`src/rtl/serial_subtractor_pkg.sv`:
```
// Shared types and helpers for the bit-serial subtractor.
package serial_subtractor_pkg;

    localparam int MAX_WIDTH = 64;

    typedef enum logic [1:0] {
        IDLE = 2'd0,
        RUN  = 2'd1,
        DONE = 2'd2
    } state_t;

    function automatic int cnt_width(input int width);
        return $clog2(width);
    endfunction

endpackage

```
`src/rtl/serial_subtractor_fs_cell.sv`:
```
// Combinational 1-bit full subtractor: d = a - b - bin, with borrow out.
module fs_cell (
    input  logic a_i,
    input  logic b_i,
    input  logic bin_i,
    output logic d_o,
    output logic borrow_o
);

    assign d_o      = a_i ^ b_i ^ bin_i;
    assign borrow_o = (~a_i & b_i) | (~a_i & bin_i) | (b_i & bin_i);

endmodule

```
`src/rtl/serial_subtractor.sv`:
```
// Bit-serial subtractor, LSB first, one fs_cell reused over WIDTH cycles.
// Optional signed-overflow output enabled by SERIAL_SUBTRACTOR_OVF_EN.
//
// state | meaning
// IDLE  | waiting for operands, in_ready=1
// RUN   | one bit per cycle through fs_cell, WIDTH cycles
// DONE  | result presented, out_valid=1, waits for out_ready
module serial_subtractor
    import serial_subtractor_pkg::*;
#(
    parameter int WIDTH = 8
) (
    input  logic             clk,
    input  logic             rst_n,
    input  logic             in_valid,
    output logic             in_ready,
    input  logic [WIDTH-1:0] a,
    input  logic [WIDTH-1:0] b,
    input  logic             bin,
    output logic             out_valid,
    input  logic             out_ready,
    output logic [WIDTH-1:0] d,
    output logic             borrow
`ifdef SERIAL_SUBTRACTOR_OVF_EN
    ,
    output logic             ovf
`endif
);

    localparam int CW = cnt_width(WIDTH);

    if (WIDTH < 2 || WIDTH > MAX_WIDTH) begin : g_bad_width
        $error("serial_subtractor: WIDTH out of range 2..64");
    end

    state_t            state_q, state_d;
    logic [WIDTH-1:0]  a_sh_q, a_sh_d;
    logic [WIDTH-1:0]  b_sh_q, b_sh_d;
    logic [WIDTH-1:0]  d_sh_q, d_sh_d;
    logic              brw_q, brw_d;
    logic [CW-1:0]     cnt_q, cnt_d;
    logic [WIDTH-1:0]  d_res_q, d_res_d;
    logic              bo_res_q, bo_res_d;
    logic              cell_d, cell_b;
    logic [WIDTH-1:0]  d_shifted;

`ifdef SERIAL_SUBTRACTOR_OVF_EN
    logic a_msb_q, a_msb_d;
    logic b_msb_q, b_msb_d;
    logic ovf_q, ovf_d;
`endif

    fs_cell u_cell (
        .a_i      (a_sh_q[0]),
        .b_i      (b_sh_q[0]),
        .bin_i    (brw_q),
        .d_o      (cell_d),
        .borrow_o (cell_b)
    );

    assign d_shifted = {cell_d, d_sh_q[WIDTH-1:1]};

    always_comb begin
        state_d  = state_q;
        a_sh_d   = a_sh_q;
        b_sh_d   = b_sh_q;
        d_sh_d   = d_sh_q;
        brw_d    = brw_q;
        cnt_d    = cnt_q;
        d_res_d  = d_res_q;
        bo_res_d = bo_res_q;
`ifdef SERIAL_SUBTRACTOR_OVF_EN
        a_msb_d  = a_msb_q;
        b_msb_d  = b_msb_q;
        ovf_d    = ovf_q;
`endif
        case (state_q)
            IDLE: begin
                if (in_valid) begin
                    a_sh_d  = a;
                    b_sh_d  = b;
                    brw_d   = bin;
                    cnt_d   = '0;
                    state_d = RUN;
`ifdef SERIAL_SUBTRACTOR_OVF_EN
                    a_msb_d = a[WIDTH-1];
                    b_msb_d = b[WIDTH-1];
`endif
                end
            end
            RUN: begin
                a_sh_d = a_sh_q >> 1;
                b_sh_d = b_sh_q >> 1;
                d_sh_d = d_shifted;
                brw_d  = cell_b;
                cnt_d  = cnt_q + CW'(1);
                // Result registers update only on completion so d/borrow hold the
                // previous result while a new operation is in flight.
                if (cnt_q == CW'(WIDTH - 1)) begin
                    state_d  = DONE;
                    d_res_d  = d_shifted;
                    bo_res_d = cell_b;
`ifdef SERIAL_SUBTRACTOR_OVF_EN
                    ovf_d    = (a_msb_q ^ b_msb_q) & (a_msb_q ^ cell_d);
`endif
                end
            end
            DONE: begin
                if (out_ready) begin
                    state_d = IDLE;
                end
            end
            default: state_d = IDLE;
        endcase
    end

    always_ff @(posedge clk or negedge rst_n) begin
        if (!rst_n) begin
            state_q  <= IDLE;
            a_sh_q   <= '0;
            b_sh_q   <= '0;
            d_sh_q   <= '0;
            brw_q    <= 1'b0;
            cnt_q    <= '0;
            d_res_q  <= '0;
            bo_res_q <= 1'b0;
        end else begin
            state_q  <= state_d;
            a_sh_q   <= a_sh_d;
            b_sh_q   <= b_sh_d;
            d_sh_q   <= d_sh_d;
            brw_q    <= brw_d;
            cnt_q    <= cnt_d;
            d_res_q  <= d_res_d;
            bo_res_q <= bo_res_d;
        end
    end

`ifdef SERIAL_SUBTRACTOR_OVF_EN
    always_ff @(posedge clk or negedge rst_n) begin
        if (!rst_n) begin
            a_msb_q <= 1'b0;
            b_msb_q <= 1'b0;
            ovf_q   <= 1'b0;
        end else begin
            a_msb_q <= a_msb_d;
            b_msb_q <= b_msb_d;
            ovf_q   <= ovf_d;
        end
    end

    assign ovf = ovf_q;
`endif

    // rst_n gating keeps in_ready low while reset is held even though state reads IDLE.
    assign in_ready  = (state_q == IDLE) && rst_n;
    assign out_valid = (state_q == DONE);
    assign d         = d_res_q;
    assign borrow    = bo_res_q;

endmodule
```
`config.mk`:
```
export PLATFORM = sky130hd
export DESIGN_NAME = serial_subtractor
export DESIGN_NICKNAME = d
export VERILOG_FILES = /design/src/rtl/serial_subtractor_pkg.sv /design/src/rtl/serial_subtractor_fs_cell.sv /design/src/rtl/serial_subtractor.sv
export SDC_FILE = /design/constraint.sdc
export NUM_CORES = 1
export LEC_CHECK = 0
export CAP_MARGIN = 20
export CORE_UTILIZATION = 40
export CTS_CLUSTER_SIZE = 12
export DETAILED_ROUTE_END_ITERATION = 6
export PLACE_DENSITY = 0.64
export SLEW_MARGIN = 30
export SYNTH_ARGS = -nofsm -noshare
export SYNTH_HDL_FRONTEND = slang
export SYNTH_SLANG_ARGS = --single-unit
export TNS_END_PERCENT = 30
```
`constraint.sdc`:
```
create_clock -name clk -period 3.8 [get_ports clk]
set_clock_uncertainty 0.15 [all_clocks]
set_input_delay 0.57 -clock clk [delete_from_list [all_inputs] [get_ports clk]]
set_output_delay 0.57 -clock clk [all_outputs]
set_load 0.02 [all_outputs]
```
==> results.py <==
metrics = {
    "synth": {
        "synth_flop_cell": "dfrtp_1",
        "synth-edff-count": 0,
        "syn_area_um2": 1770,
        "yosysSeqAreaShare_pct": 53.7,
        "netlist.area_leader.share_pct": 53.7,
        "synth_cells": 136,
        "ys_warn_count": 0,
        "ys_ff_latch": 38,
        "yosys-top-cells-count": "dfrtp_1 (38), inv_1 (11), mux2_1 (10), nor3b_1 (10), buf_2 (9)",
        "ys_types": 27,
        "synth_top_area_cell": "dfrtp_1",
        "synth_most_common_cell": "dfrtp_1",
        "async_flop_share_pct": 100,
        "synth_area_leaders": "dfrtp_1 (54%), mux2_1 (6.4%), o221a_2 (4.5%), nor3b_1 (4.2%), nor4b_1 (4.0%)",
        "syn_avg_cell_area_um2": 13.0,
        "syn_nets": 160,
    },
    "place": {
        "gp_congestion": 0.699,
        "port_buffers": 31,
        "placed_cell_area_um2": 2090,
        "dp_slack_ns": 1.36,
        "hpwl_mm": 2.14,
    },
    "cts": {
        "path_clk_slew_ns": 0.08,
        "cts_buffers": 5,
        "cts_hold_repair.buffers": 0,
        "cts.path.max_buffers": 2,
        "worstSkewPairLatency_ns": 0.28,
        "postCtsResizedCells": 0,
        "cts_sinks": 38,
        "cts_tree": "done",
        "post_cts_buffers": 0,
        "ctsRootBufferMaster": "clkbuf_8",
        "htree_num_levels": 2,
    },
    "sta": {
        "tightest_slew_ns": 0.937,
        "tns_ns": 0,
        "max_slew_margin_pct": 37.5,
        "setup_viol": 0,
        "min_period_ns": 2.74,
        "slew_violations": 0,
        "finalCritPeriodShare_pct": 72.1,
        "max_freq_mhz": 365,
        "hold_violations": 0,
        "fin_ws_ns": 1.06,
        "rsz0062_at_grt": "no",
    },
    "setup_path": {
        "critPathRequiredTime_ns": 3.08,
        "path_cells": "nand2b_1 > inv_1 > clkdlybuf4s50_1",
        "arrival_ns": 2.02,
        "critPathKind": "flip-flop to output port",
        "crit_path_start_kind": "flip-flop",
        "slowest_delay_ns": 0.96,
        "end_kind": "output port",
        "worst_path_dominant_cell_family": "flip-flops",
        "path_buf_inv": 2,
        "crit_slowest_cell": "dfrtp_1",
        "cp_max_fo": 35,
    },
    "die": {
        "initial_core_util_pct": 43.0,
        "core_um2": 4120,
        "die_w_um": 68.5,
        "dieArea_um2": 4700,
        "die_height_um": 68.5,
        "rows": 23,
        "num_io_pins": 32,
    },
    "layout": {
        "layout-drive-gt1-share_pct": 15.2,
        "num_antenna_cells": 0,
        "area_growth_pct": 24.6,
        "fill_cells": 340,
        "final_nets": 189,
        "final_area_um2": 2210,
        "final_util_pct": 53.6,
    },
    "grt": {
        "antenna_found_initial": 0,
        "gr-usage-all-layers_pct": 16.2,
        "grt_max_degree": 39,
        "grt_pass1_wl_mm": 5.50,
        "overflow": 0,
        "grt_pass1_vias": 1163,
    },
    "drt": {
        "viasPerCell": 5.47,
        "vias": 1177,
        "drt-total-wl_mm": 3.21,
        "wl_per_cell_um": 14.9,
        "drtAntennaViolNets": 0,
        "first_pass_iters": 4,
        "drc": 0,
        "drt_iter0_drc": 72,
    },
    "run": {
        "maxCapViolCount": 0,
    },
    "run_status": {
        "outcome": "finished, final reports clean",
    },
    "power": {
        "p_leak_nw": 0.953,
        "p_per_area_nw_per_um2": 792,
        "vdd_drop_max_uv": 407,
    },
    "hold_path": {
        "min_path_type": "input pin to asynchronous set/reset pin",
    },
}
[power by group]
group / internal (mW) / total, mW / leakage, nW / switching, mW
sequential: 0.600 / 0.742 / 0.452 / 0.142
clock: 0.210 / 0.346 / 0.0573 / 0.136
combinational: 0.367 / 0.660 / 0.443 / 0.293
total: 1.18 / 1.75 / 0.953 / 0.571
[registers in the layout (all words and copies together) (netlist names)]
register,cells
a_sh_q,8
borrow,1
d_sh_q,7
state_q,2
brw_q,1
d,8
cnt_q,3
b_sh_q,8
[layout make-up]
class	instances	area [um2]	share of cell area, %
clock buffers	6	82.6	3.74
clock inverters	1	30.0	1.36
inverters	11	41.3	1.87
multi-input cells	76	718	32.6
flip-flops and latches	38	951	43.1
well taps	50	62.6	2.84
repair buffers	33	320	14.5
[cells in the final DEF (no fill, tap or decap), types with 2 or more instances in the layout]
master           count
o221a_2              7
nand2b_1             3
a211o_1              2
a211oi_1             7
nor3b_1             10
dfrtp_1             38
mux2_2               4
or4b_1               7
mux2_1              10
buf_4                2
inv_1               11
a22o_1               2
clkdlybuf4s50_1     30
ha_1                 2
clkbuf_8             6
nor4b_1              8
nor4bb_1             2
mux2i_1              3
[per-layer routing]
| layer | vias up | global-route usage (%) | share of wire [%] |
|---|---|---|---|
| met3 | 4 | 4.61 | 4.1 |
| met2 | 29 | 24.1 | 46 |
| met4 | 0 | 5.99 | 1.4 |
| li1 | 563 | - | - |
| met1 | 581 | 22.1 | 48 |
| met5 | - | 0 | 0 |
[through the flow]
step	hold WS, ns	std cells	power [mW]
finish	0.233	215	1.75
global route	0.296	215	1.88
CTS	0.254	215	1.77
detailed placement	0.333	208	1.42
global placement	0.314	208	1.39
floorplan	0.124	136	1.21
[final timing paths]
| path | startpoint | end | slack [ns] | cells past startpoint |
|---|---|---|---|---|
| max | state_q[0]$_DFFE_PN0P_ | out_valid | 1.06 | 3 |
| min | rst_n | cnt_q[0]$_DFFE_PN0P_ | 0.23 | 2 |
| max reg2reg | state_q[0]$_DFFE_PN0P_ | d[1]$_DFFE_PN0P_ | 1.44 | 2 |
| min reg2reg | d[6]$_DFFE_PN0P_ | d[6]$_DFFE_PN0P_ | 0.34 | 1 |
| max in group asynchronous | rst_n | b_sh_q[4]$_DFFE_PN0P_ | 2.93 | 2 |
| min in group clk | d[6]$_DFFE_PN0P_ | d[6]$_DFFE_PN0P_ | 0.34 | 1 |
[cell families (layout without fill, tap and decap cells)]
kind of cell / count (synthesis) / count (layout) / share of synthesized area, %
AO/OA/AOI/OAI: 23 / 23 / 11.7
multiplexers: 17 / 17 / 10.6
buffers and inverters: 22 / 51 / 5.72
adder cells (fa/ha/maj): 3 / 3 / 2.54
flip-flops: 38 / 38 / 53.7
AND/OR/NAND/NOR: 33 / 33 / 15.8
Power figures use the tool's default switching activity.
